[config.mk]
export PLATFORM = sky130hd
export DESIGN_NAME = conf_select_4_flat
export DESIGN_NICKNAME = d
export VERILOG_FILES = /design/src/rtl/conf_select_4_pkg.sv /design/src/rtl/conf_select_4_if.sv /design/src/rtl/conf_select_4_watchdog.sv /design/src/rtl/conf_select_4.sv /design/src/flat_wrapper.sv
export SDC_FILE = /design/constraint.sdc
export NUM_CORES = 1
export LEC_CHECK = 0
export ABC_AREA = 1
export CORE_AREA = 2 2 39 41
export DETAILED_ROUTE_END_ITERATION = 10
export DIE_AREA = 0 0 41 43
export PLACE_DENSITY = 0.58
export RECOVER_POWER = 25
export SYNTH_ARGS = -nofsm -noshare
export SYNTH_HDL_FRONTEND = slang
export SYNTH_SLANG_ARGS = --single-unit
[constraint.sdc]
create_clock -name clk -period 3.4 [get_ports clk]
set_input_delay 0.68 -clock clk [delete_from_list [all_inputs] [get_ports clk]]
set_output_delay 0.68 -clock clk [all_outputs]
set_load 0.1 [all_outputs]
[src/rtl/conf_select_4_pkg.sv]
// Shared definitions for the conf_select_4 one-to-four request steering block.
// The optional watchdog is enabled with CONF_SELECT_TIMEOUT_EN.
package conf_pkg;

  localparam int CONF_NCH   = 4;
  localparam int CONF_SEL_W = 2;
  localparam int CONF_CNT_W = 16;

  typedef logic [1:0] conf_state_t;

  localparam logic [1:0] ST_IDLE  = 2'd0;
  localparam logic [1:0] ST_ISSUE = 2'd1;
  localparam logic [1:0] ST_WAIT  = 2'd2;
  localparam logic [1:0] ST_DONE  = 2'd3;

  function automatic logic [CONF_NCH-1:0] conf_onehot(input logic [CONF_SEL_W-1:0] sel);
    conf_onehot = CONF_NCH'(1) << sel;
  endfunction

endpackage

[src/rtl/conf_select_4_if.sv]
// Upstream request/acknowledge and downstream per-channel handshake bundle.
// The optional o_err port lives on the top module (CONF_SELECT_TIMEOUT_EN).
interface conf_select_4_if;
  import conf_pkg::*;

  logic                  i_drive;
  logic [CONF_SEL_W-1:0] i_sel;
  logic                  o_free;
  logic [CONF_NCH-1:0]   o_drive;
  logic [CONF_NCH-1:0]   i_free;
  logic                  o_busy;

  modport slave (
    input  i_drive, i_sel, i_free,
    output o_free, o_drive, o_busy
  );

  modport master (
    output i_drive, i_sel, i_free,
    input  o_free, o_drive, o_busy
  );

endinterface

[src/rtl/conf_select_4_watchdog.sv]
// WAIT-state watchdog: clears on clr, counts while en, flags the TIMEOUT-th cycle.
// Only instantiated when CONF_SELECT_TIMEOUT_EN is defined.
module conf_watchdog
  import conf_pkg::*;
#(
  parameter int TIMEOUT = 255
) (
  input  logic clk,
  input  logic rst,
  input  logic clr,
  input  logic en,
  output logic tc
);

  logic [CONF_CNT_W-1:0] cnt_q, cnt_d;

  always_comb begin
    cnt_d = cnt_q;
    if (clr) begin
      cnt_d = '0;
    end else if (en) begin
      cnt_d = cnt_q + CONF_CNT_W'(1);
    end
  end

  always_ff @(posedge clk) begin
    if (rst) begin
      cnt_q <= '0;
    end else begin
      cnt_q <= cnt_d;
    end
  end

  // cnt_q holds completed WAIT cycles, so this is the TIMEOUT-th WAIT cycle
  assign tc = en && (cnt_q == CONF_CNT_W'(TIMEOUT - 1));

endmodule

[src/rtl/conf_select_4.sv]
// One-to-four request steering: each upstream request goes to channel i_sel.
// Define CONF_SELECT_TIMEOUT_EN to add the WAIT watchdog and the o_err port.
//
// state    | meaning
// ST_IDLE  | no transaction, ready for i_drive
// ST_ISSUE | o_drive[sel_q] pulses
// ST_WAIT  | waiting for i_free[sel_q] (or watchdog)
// ST_DONE  | o_free pulses; i_drive here chains the next request
module conf_select_4
  import conf_pkg::*;
#(
  parameter int TIMEOUT = 255
) (
  input  logic              clk,
  input  logic              rst,
  conf_select_4_if.slave    bus
`ifdef CONF_SELECT_TIMEOUT_EN
  ,
  output logic              o_err
`endif
);

  conf_state_t           state_q, state_d;
  logic [CONF_SEL_W-1:0] sel_q, sel_d;
  logic                  free_sel;
  logic                  wd_tc;

  assign free_sel = bus.i_free[sel_q];

`ifdef CONF_SELECT_TIMEOUT_EN
  conf_watchdog #(.TIMEOUT(TIMEOUT)) u_watchdog (
    .clk (clk),
    .rst (rst),
    .clr (state_q == ST_ISSUE),
    .en  (state_q == ST_WAIT),
    .tc  (wd_tc)
  );

  assign o_err = !rst && (state_q == ST_WAIT) && wd_tc && !free_sel;
`else
  logic unused_timeout;
  assign wd_tc          = 1'b0;
  assign unused_timeout = (TIMEOUT != 0);
`endif

  always_comb begin
    state_d = state_q;
    sel_d   = sel_q;
    case (state_q)
      ST_IDLE, ST_DONE: begin
        if (bus.i_drive) begin
          sel_d   = bus.i_sel;
          state_d = ST_ISSUE;
        end else begin
          state_d = ST_IDLE;
        end
      end
      ST_ISSUE: state_d = ST_WAIT;
      ST_WAIT: begin
        if (free_sel || wd_tc) begin
          state_d = ST_DONE;
        end
      end
      default: state_d = ST_IDLE;
    endcase
  end

  always_ff @(posedge clk) begin
    if (rst) begin
      state_q <= ST_IDLE;
      sel_q   <= '0;
    end else begin
      state_q <= state_d;
      sel_q   <= sel_d;
    end
  end

  // Outputs are masked by rst so they are quiet even on the first reset cycle
  assign bus.o_drive = (!rst && state_q == ST_ISSUE) ? conf_onehot(sel_q) : '0;
  assign bus.o_free  = !rst && (state_q == ST_DONE);
  assign bus.o_busy  = !rst && (state_q != ST_IDLE);

endmodule
[src/flat_wrapper.sv]
// flat-port wrapper written by rule: the top's interface ports become plain ports
module conf_select_4_flat import conf_pkg::*;
#(
  parameter int TIMEOUT = 255
)
  (clk, rst, bus_i_drive, bus_i_sel, bus_i_free, bus_o_free, bus_o_drive, bus_o_busy);
  conf_select_4_if bus_i ();
  input  logic clk;
  input  logic rst;
  input wire logic [$bits(bus_i.i_drive)-1:0] bus_i_drive;
  input wire logic [$bits(bus_i.i_sel)-1:0] bus_i_sel;
  input wire logic [$bits(bus_i.i_free)-1:0] bus_i_free;
  output wire logic [$bits(bus_i.o_free)-1:0] bus_o_free;
  output wire logic [$bits(bus_i.o_drive)-1:0] bus_o_drive;
  output wire logic [$bits(bus_i.o_busy)-1:0] bus_o_busy;
  assign bus_i.i_drive = bus_i_drive;
  assign bus_i.i_sel = bus_i_sel;
  assign bus_i.i_free = bus_i_free;
  assign bus_o_free = bus_i.o_free;
  assign bus_o_drive = bus_i.o_drive;
  assign bus_o_busy = bus_i.o_busy;
  conf_select_4 #(.TIMEOUT(TIMEOUT)) u_core (.clk(clk), .rst(rst), .bus(bus_i));
endmodule
# Yosys cells after proc, flatten, opt, wreduce, memory -nomap -nowiden
# Cells that the tools add are included.
[word_totals]
reg_bits = 4
wordCells = 22
[op_classes]
mux = 6
magnitude_cmp = 1
n_reduce_logical = 8
shift = 1
n_eq_ne = 4
[ops]
columns = ["operator", "count"]
rows = [
  ["2-bit one-hot mux with 3 select lines", 1],
  ["2-bit == test (second input constant)", 2],
  ["4-bit two-way mux", 1],
  ["1-bit by 2-bit left shift with 4-bit output (first input constant)", 1],
  ["1-bit logical AND", 3],
  ["2-bit by 3-bit < comparator with 1-bit output (second input constant)", 1],
  ["1-bit binary-select mux with 2-bit select", 1],
  ["2-bit by 1-bit == test with 1-bit output (second input constant)", 1],
  ["2-bit logical NOT", 1],
  ["1-bit two-way mux", 2],
  ["2-bit two-way mux", 1],
  ["2-bit by 1-bit != test with 1-bit output (second input constant)", 1],
  ["2-bit AND reduction", 1],
  ["2-bit nonzero test", 1],
  ["2-bit OR reduction", 1],
  ["1-bit logical NOT", 1],
]

# Logic depth before layout (Yosys ltp)
# Gate-level depths: netlist (run 1).
[depth]
ltp_word = 4
mapped_depth = 7
ltp_nobuf = 7

# Worst setup path after synthesis (run 1)
# Ideal clock, no wire load.
[synth_timing]
path_type = "in2out"
startpoint = "in rst"
endpoint = "out bus_o_drive[1]"
path_slack_ns = -0.179
t_required_ns = 2.720
cell_stages = 3
arrival_time_ns = 2.899
path_buffers = 0
cell_sequence = "inv_1 nand2_1 nor3_1"
[synth_via]
elab_chain_cells = 3
[synth_lines]
columns = ["element", "line_no", "text"]
rows = [
  ["start, declared", "flat_wrapper.sv:9", "input logic rst;"],
  ["1-bit logical NOT", "conf_select_4.sv:79", "assign bus.o_drive = (!rst && state_q == ST_ISSUE) ? conf_onehot(sel_q) : '0;"],
  ["1-bit logical AND", "conf_select_4.sv:79", ""],
  ["4-bit two-way mux", "conf_select_4.sv:79", ""],
  ["end, declared", "flat_wrapper.sv:14", "output wire logic [$bits(bus_i.o_drive)-1:0] bus_o_drive;"],
]
# No other way between the ends.

# Worst setup path after layout (run 1)
[layout_timing]
startpoint = "in rst"
endpoint = "out bus_o_drive[2]"
# Same word-level chain as after synthesis.

==> impl_metrics.tcl, run 1 <==
set metrics [dict create \
    cts_setup_buffers 0 \
    ff2ff_setup_slack_ps 2130 \
    placed_cell_area_um2 475 \
    hp-class "register to register" \
    portBuffers 14 \
    drtIter0Drc 8 \
    tightest_slew_ps 337 \
    crit_fanout 5 \
    cts_buffers 3 \
    max_freq_ghz 0.387 \
    ys_top_cells_by_count "10 x nor2_1, 9 x nand2_1, 7 x inv_1, 7 x nand3_1, 5 x ha_1" \
    r2r_start "u_core.state_q[0]$_SDFFE_PP0P_" \
    numClockSinks 4 \
    routed_via_density 4.01 \
    holdBufCountCts 0 \
    synth_most_common_cell "nor2_1" \
    r2r_cells 6 \
    row_count 14 \
    ys_warn_count 0 \
    report.final.slew_viol_count 0 \
    rr_endpoint "u_core.sel_q[0]$_SDFFE_PP0P_" \
    coreArea_um2 1380 \
    ir_drop_mv 0.253 \
    gp_congestion 0.683 \
    antenna_cells 0 \
    grt_usage 0.0923 \
    clk_pin_slew_ps 40 \
    async_reset_ff_frac 0 \
    clk_latency_ps 230 \
    grt_pass1_wl_um 1080 \
    yosysUniqueCellTypes 10 \
    cts_root_buf "clkbuf_4" \
    crit_buf_inv 3 \
    outcome "completed" \
    syn_nets 65 \
    finalPower_mw 0.343 \
    initial_utilization 0.230 \
    setup_viol 0 \
    synth.top_cell.area_share 0.252 \
    worst_path_dominant_cell_family "buffers and inverters" \
    crit_arrival_ps 1900 \
    startpoint_type "input pin" \
    cts-resized-gates 0 \
    synthesis.area_um2 318 \
    min_to "u_core.sel_q[1]$_SDFFE_PP0P_" \
    cts_tree "yes" \
    chipWidth_um 41 \
    endpoint_kind "output port" \
    wl_per_cell_um 8.50 \
    synth_edf_count 0 \
    synthFlopType "dfxtp_1" \
    cap_violations 0 \
    max_slew_margin 0.774 \
    antenna_found_initial 0 \
    min_path_cells 2 \
    ant_nets 0 \
    die-area_um2 1760 \
    first_global_vias 281 \
    ctsHtreeMaxLevel 1 \
    slowest_stage "clkdlybuf4s50_1" \
    rsz0062_at_grt "no" \
    crit_type "input pin to output port" \
    postLayoutCellArea_um2 498 \
    synth_area_leaders "dfxtp_1 25%, ha_1 20%, nor2_1 12%, nand3_1 11%, nand2_1 11%" \
    drt-total-wl_um 714 \
    worstHoldStart "u_core.sel_q[1]$_SDFFE_PP0P_" \
    firstDrtPassIters 4 \
    layout_min_cycle_time_ps 2580 \
    fp.dieH_um 43 \
    area_growth_pct 56.7 \
    drive_gt1_frac 0.162 \
    grt-ovfl-total 0 \
    ys_seq_area_frac 0.252 \
    dp_hpwl_um 607 \
    ctsLongestPathBuffers 2 \
    fin_crit_sh 0.760 \
    place_inst 81 \
    grt_start_max_net_pins 7 \
    yosys_register_bits 4 \
    fin_nets 84 \
    required_ps 2720 \
    avgSynthCellArea_um2 6.23 \
    synth_top_area_cell "dfxtp_1" \
    ioPinCount 15 \
    final_hold_viol_count 0 \
    fin_cells 84 \
    synth_cells 51 \
    p_leak_nw 0.249 \
    fin_skew_ps 0.984 \
    p_per_area_nw_per_um2 689 \
    cpPeakStageDelay_ps 440 \
    crit_chain "clkdlybuf4s50_1 > inv_1 > nand2_1 > nor3_1 > buf_12" \
    nFillCells 157 \
    vias 337 \
    route.detailed.drc 0 \
]
tightest hold or removal path, cell delays in order, from the launching register on:
cell and delay (ps):
dfxtp_1 330, inv_2 110, a21oi_1 70
how the worst max path moves through the flow:
| stage | from | to | cells after the start |
|---|---|---|---|
| after floorplan | rst | bus_o_drive[1] | 3 |
| after global placement | rst | bus_o_drive[2] | 5 |
| after detailed placement | rst | bus_o_drive[2] | 5 |
| after CTS | rst | bus_o_drive[2] | 5 |
| after global routing | rst | bus_o_drive[2] | 5 |
| final | rst | bus_o_drive[2] | 5 |
cells by family after synthesis:
logic type,count (synthesis),share of synthesized area
AND/OR/NAND/NOR,29,0.382
buffers and inverters,9,0.106
adder cells (fa/ha/maj),5,0.197
AO/OA/AOI/OAI,4,0.0630
flip-flops,4,0.252
per-stage QoR:
step | setup WS, ps | hold slack, ps | TNS, ps | utilization
6_report | 816 | 549 | 0 | 0.360
3_5_place_dp | 806 | 543 | 0 | 0.344
5_1_grt | 733 | 587 | 0 | 0.360
4_1_cts | 803 | 546 | 0 | 0.360
3_3_place_gp | 828 | 547 | 0 | 0.344
2_1_floorplan | -179 | 506 | -536 | -
routing by layer:
| layer | share of wire | wire [um] | GRT usage | vias to the layer above |
|---|---|---|---|---|
| met5 | 0 | 0 | 0 | - |
| met4 | 0 | 0 | 0.0600 | 0 |
| met3 | 0.078 | 56 | 0.0314 | 0 |
| met2 | 0.46 | 330 | 0.134 | 10 |
| met1 | 0.46 | 327 | 0.109 | 132 |
| li1 | - | - | - | 195 |
cells in the final DEF, fill, tap and decap left out, drive strengths merged:
master         synthesis  final
buf                    0      6
dfxtp                  4      4
nand2                  9      9
inv                    9      9
nor3                   3      3
ha                     5      5
nand3                  7      7
o21ai                  2      2
nor2                  10     10
clkbuf                 0      3
clkdlybuf4s50          0      8
a21oi                  2      2
flip-flops by register name, summed over array words and instances, names as in the netlist:
signal / count
u_core.state_q: 2
u_core.sel_q: 2
where the power goes:
group / switching [mW] / internal [mW] / total (mW) / leakage (nW)
combinational: 0.141 / 0.0631 / 0.204 / 0.202
clock: 0.0194 / 0.0395 / 0.0589 / 0.0138
sequential: 0.0163 / 0.0642 / 0.0805 / 0.0331
total: 0.177 / 0.167 / 0.343 / 0.249
area by class of cell:
type / count / area (um2) / share of cell area
multi-input combinational: 38 / 204 / 0.410
sequential: 4 / 80.1 / 0.161
timing repair buffer: 14 / 138 / 0.276
clock buffer: 3 / 22.5 / 0.0452
inverter: 9 / 33.8 / 0.0678
tap: 16 / 20.0 / 0.0402
Note: power is estimated with default switching activity, not from simulation.
==> run 2: changes to the inputs <==
PLACE_DENSITY = 0.6   (was 0.58)
clock period = 2.3 ns   (was 3.4 ns; I/O delays follow)
==> run 2 against run 1 <==
Compared with the run above:
- worst hold slack got worse by 3.4 ps
- first-iteration DRC count fell by 75%
- via count rose by 5.9%
- sequential share of layout area fell by 1.9 points
- routed wire length fell by 2.0%
- worst setup slack got worse by 670 ps
- cell area rose by 13%
==> impl_metrics.tcl, run 2 (same netlist as run 1, synthesis figures left out) <==
set metrics [dict create \
    report.final.slew_viol_count 0 \
    routed_via_density 4.25 \
    endpoint_kind "output port" \
    max_freq_ghz 0.463 \
    clk_latency_ps 230 \
    required_ps 1840 \
    met1_usage 0.115 \
    gp_congestion 0.682 \
    drtIter0Drc 2 \
    ioPinCount 15 \
    seqCellArea_um2 80.1 \
    route.detailed.drc 0 \
    first_global_vias 319 \
    fin_crit_sh 0.939 \
    cts_buffers 3 \
    gr-usage-met2 0.141 \
    antenna_found_initial 0 \
    portBuffers 14 \
    numClockSinks 4 \
    vias 357 \
    startpoint_type "input pin" \
    initial_utilization 0.230 \
    fp.dieH_um 43 \
    max_slew_margin 0.766 \
    cts_root_buf "clkbuf_4" \
    firstDrtPassIters 3 \
    clk_pin_slew_ps 30 \
    grt_pass1_wl_um 1150 \
    final_cell_mix "9 x nand2_1, 9 x nor2_1, 7 x inv_1, 7 x nand3_1, 7 x clkdlybuf4s50_1" \
    setup_viol 0 \
    ctsHtreeMaxLevel 1 \
    dp_hpwl_um 632 \
    grt-ovfl-total 0 \
    ir_drop_mv 0.423 \
    multi_input_area_um2 206 \
    final_hold_viol_count 0 \
    met3_usage 0.0314 \
    fin_cells 84 \
    outcome "completed" \
    drt-total-wl_um 700 \
    cts_setup_buffers 0 \
    hp-class "register to register" \
    holdBufCountCts 0 \
    fin_nets 84 \
    slowest_stage "clkdlybuf4s50_1" \
    tightest_slew_ps 349 \
    ctsLongestPathBuffers 2 \
    ant_nets 0 \
    row_count 14 \
    cts-resized-gates 0 \
    crit_type "input pin to output port" \
    wl_per_cell_um 8.33 \
    layout_min_cycle_time_ps 2160 \
    antenna_cells 0 \
    drive_gt1_frac 0.176 \
    crit_fanout 5 \
    timing.setup.tns_ps 0 \
    area_growth_pct 77.2 \
    cts_tree "yes" \
    cap_violations 0 \
    crit_chain "clkdlybuf4s50_1 > inv_1 > nand2_1 > nor3_1 > buf_12" \
    crit_arrival_ps 1700 \
    place_inst 81 \
    coreArea_um2 1380 \
    nFillCells 148 \
    grt_start_max_net_pins 7 \
    fin_skew_ps 0.596 \
    grt_usage 0.0993 \
    die-area_um2 1760 \
    rsz0062_at_grt "no" \
    grt-busiest-layer "met2" \
    reg_top3 "u_core.sel_q: 2 flops, u_core.state_q: 2 flops" \
    p_per_area_nw_per_um2 962 \
    cpPeakStageDelay_ps 450 \
    chipWidth_um 41 \
    p_leak_nw 0.263 \
]
==> run 2: cell types whose count changed in the layout (fill, tap and decap cells not counted), sizes merged <==
cell           before  now
dlygate4sd3         0    1
clkdlybuf4s50       8    7
==> run 2: per-layer routing <==
metal  routed length, um  share of wire
met5                   0              0
met4                   0              0
met3                  35          0.050
met2                 368           0.53
met1                 296           0.42
==> run 2: area by class of cell <==
| class | instances | share of cell area |
|---|---|---|
| Multi-Input combinational cell | 38 | 0.367 |
| Sequential cell | 4 | 0.142 |
| Clock buffer | 3 | 0.0400 |
| Inverter | 9 | 0.0600 |
| Tap cell | 16 | 0.0356 |
| Timing Repair Buffer | 14 | 0.356 |
==> run 2: stage by stage <==
step                      worst slack (ps)  instance area (um2)  total power, mW   util  hold WS [ps]
after detailed placement               132                  541            0.465  0.391           547
after floorplan                       -839                  320            0.358      -           506
final                                  141                  563            0.542  0.407           546
after global routing                  22.7                  563            0.597  0.407           578
after global placement                 143                  541            0.459  0.391           543
after CTS                              131                  563            0.553  0.407           552
==> run 2: final timing paths <==
path | from | endpoint | slack, ps | cells after the start
hold reg to reg | u_core.sel_q[0]$_SDFFE_PP0P_ | u_core.sel_q[0]$_SDFFE_PP0P_ | 550 | 2
setup / recovery | rst | bus_o_drive[2] | 140 | 5
setup reg to reg | u_core.state_q[0]$_SDFFE_PP0P_ | u_core.sel_q[0]$_SDFFE_PP0P_ | 1020 | 6
hold / removal | u_core.sel_q[0]$_SDFFE_PP0P_ | u_core.sel_q[0]$_SDFFE_PP0P_ | 550 | 2
==> run 2: worst max-delay path, delay by kind of cell <==
family | cells | cell delay (ps)
buffers and inverters | 3 | 810
and+or+nand+nor | 2 | 420
==> run 2: where the power goes <==
part	switching, mW	internal (mW)	leakage [nW]
logic	0.216	0.123	0.216
clock network	0.0249	0.0581	0.0138
registers	0.0247	0.0950	0.0331
==> run 3: changes to the inputs <==
DONT_BUFFER_PORTS = 1   (was not set)
PLACE_DENSITY = 0.45   (was 0.6)
==> run 3 against run 2 <==
Compared with the run above:
- worst setup slack improved by 300 ps
- die area unchanged
- worst hold slack got worse by 110 ps
- fmax increased by 16%
- largest power group unchanged
==> impl_metrics.tcl, run 3 (same netlist as run 1, synthesis figures left out) <==
set metrics [dict create \
    outcome "completed" \
    p_per_area_nw_per_um2 1070 \
    crit_end "bus_o_drive[1]" \
    final_cell_mix "9 x nand2_1, 8 x inv_1, 7 x nand3_1, 7 x nor2_1, 5 x ha_1" \
    crit_type "register to output port" \
    final_hold_viol_count 0 \
    fin_crit_sh 0.809 \
    power.switching_mw 0.271 \
    dp_hpwl_um 635 \
    cpPeakStageDelay_ps 330 \
    numClockSinks 4 \
    p_int_mw 0.244 \
    startpoint_type "register" \
    holdBufCountCts 0 \
    sequentialPowerShare 0.233 \
    routed_via_density 4.39 \
    crit_buf_inv 2 \
    placed_cell_area_um2 458 \
    r2r_start "u_core.state_q[0]$_SDFFE_PP0P_" \
    fin_skew_ps 1.30 \
    comb_power_share 0.595 \
    first_global_vias 306 \
    cts_root_buf "clkbuf_4" \
    crit_arrival_ps 1400 \
    drtIter0Drc 6 \
    wl_per_cell_um 9.93 \
    reg_top3 "u_core.sel_q: 2 flops, u_core.state_q: 2 flops" \
    r2r_cells 6 \
    required_ps 1840 \
    drive_gt1_frac 0.267 \
    hp-class "input pin to register" \
    ir_drop_mv 0.325 \
    finalPower_mw 0.515 \
    clk_pin_slew_ps 40 \
    swShare 0.527 \
    place_inst 73 \
    antenna_cells 0 \
    ioPinCount 15 \
    max_freq_ghz 0.537 \
    ctsHtreeMaxLevel 1 \
    cts_tree "yes" \
    layout_commonest_cell "nand2_1" \
    portBuffers 0 \
    gp_congestion 0.759 \
    ant_nets 0 \
    fin_nets 76 \
    report.final.slew_viol_count 0 \
    crit_fanout 4 \
    grt-ovfl-total 0 \
    route.detailed.drc 0 \
    antenna_found_initial 0 \
    firstDrtPassIters 4 \
    ctsLongestPathBuffers 2 \
    row_count 14 \
    p_leak_nw 0.231 \
    area_growth_pct 51.2 \
    vias 334 \
    cp.depth 5 \
    grt_usage 0.109 \
    fp.dieH_um 43 \
    drt-total-wl_um 755 \
    cts_buffers 3 \
    cts-resized-gates 0 \
    p_clk_frac 0.172 \
    chipWidth_um 41 \
    layout_min_cycle_time_ps 1860 \
    grt_start_max_net_pins 7 \
    ff2ff_setup_slack_ps 1020 \
    timing.setup.tns_ps 0 \
    initial_utilization 0.230 \
    crit_chain "inv_1 > ha_1 > nand2_1 > nor3_2 > clkbuf_16" \
    max_slew_margin 0.816 \
    cp-startpoint "u_core.state_q[1]$_SDFFE_PP0P_" \
    grt_pass1_wl_um 1160 \
    setup_viol 0 \
    cts_setup_buffers 0 \
    postLayoutCellArea_um2 480 \
    rr_endpoint "u_core.sel_q[1]$_SDFFE_PP0P_" \
    worst_path_dominant_cell_family "buffers and inverters" \
    rsz0062_at_grt "no" \
    clk_latency_ps 240 \
    tightest_slew_ps 278 \
    endpoint_kind "output port" \
    die-area_um2 1760 \
    coreArea_um2 1380 \
    slowest_stage "dfxtp_1" \
    fin_cells 76 \
    fin_util 0.347 \
    cap_violations 0 \
]
[run 3: cell types whose count changed in the layout (fill, tap and decap cells not counted), sizes merged]
cell,delta
dlygate4sd3,-1
buf,-3
clkdlybuf4s50,-7
clkbuf,+3
[run 3: metal layers]
metal	wire [um]	GRT usage	vias to the layer above
met5	0	0	-
met4	46	0.140	0
met3	65	0.0419	5
met2	326	0.138	16
met1	316	0.115	133
li1	-	-	180
[run 3: metrics by stage]
step	hold slack [ps]	setup WS [ps]
2_1_floorplan	506	-839
4_1_cts	438	409
6_report	440	439
3_3_place_gp	581	683
5_1_grt	453	321
3_5_place_dp	576	664
[run 3: how the worst min path moves through the flow]
stage,slack (ps),from,depth (start not counted),end
final,440,bus_i_sel[1],2,u_core.sel_q[1]$_SDFFE_PP0P_
after global routing,450,bus_i_sel[0],2,u_core.sel_q[0]$_SDFFE_PP0P_
after CTS,440,bus_i_sel[1],2,u_core.sel_q[1]$_SDFFE_PP0P_
after detailed placement,580,u_core.sel_q[0]$_SDFFE_PP0P_,2,u_core.sel_q[0]$_SDFFE_PP0P_
after global placement,580,u_core.sel_q[0]$_SDFFE_PP0P_,2,u_core.sel_q[0]$_SDFFE_PP0P_
after floorplan,510,u_core.sel_q[1]$_SDFFE_PP0P_,2,u_core.sel_q[1]$_SDFFE_PP0P_
[run 3: cell type report]
cell class	instances	area, um2
Inverter	9	33.8
Timing Repair Buffer	6	97.6
Multi-Input combinational cell	38	226
Tap cell	16	20.0
Sequential cell	4	80.1
Clock buffer	3	22.5
Fill cell	150	903
[run 3: power by group through the flow]
stage / clock (mW) / sequential, mW / combinational (mW)
finish: 0.0885 / 0.120 / 0.306
global route: 0.0957 / 0.123 / 0.342
detailed placement: 0 / 0.122 / 0.309
floorplan: 0 / 0.116 / 0.242
global placement: 0 / 0.121 / 0.310
CTS: 0.0902 / 0.121 / 0.310
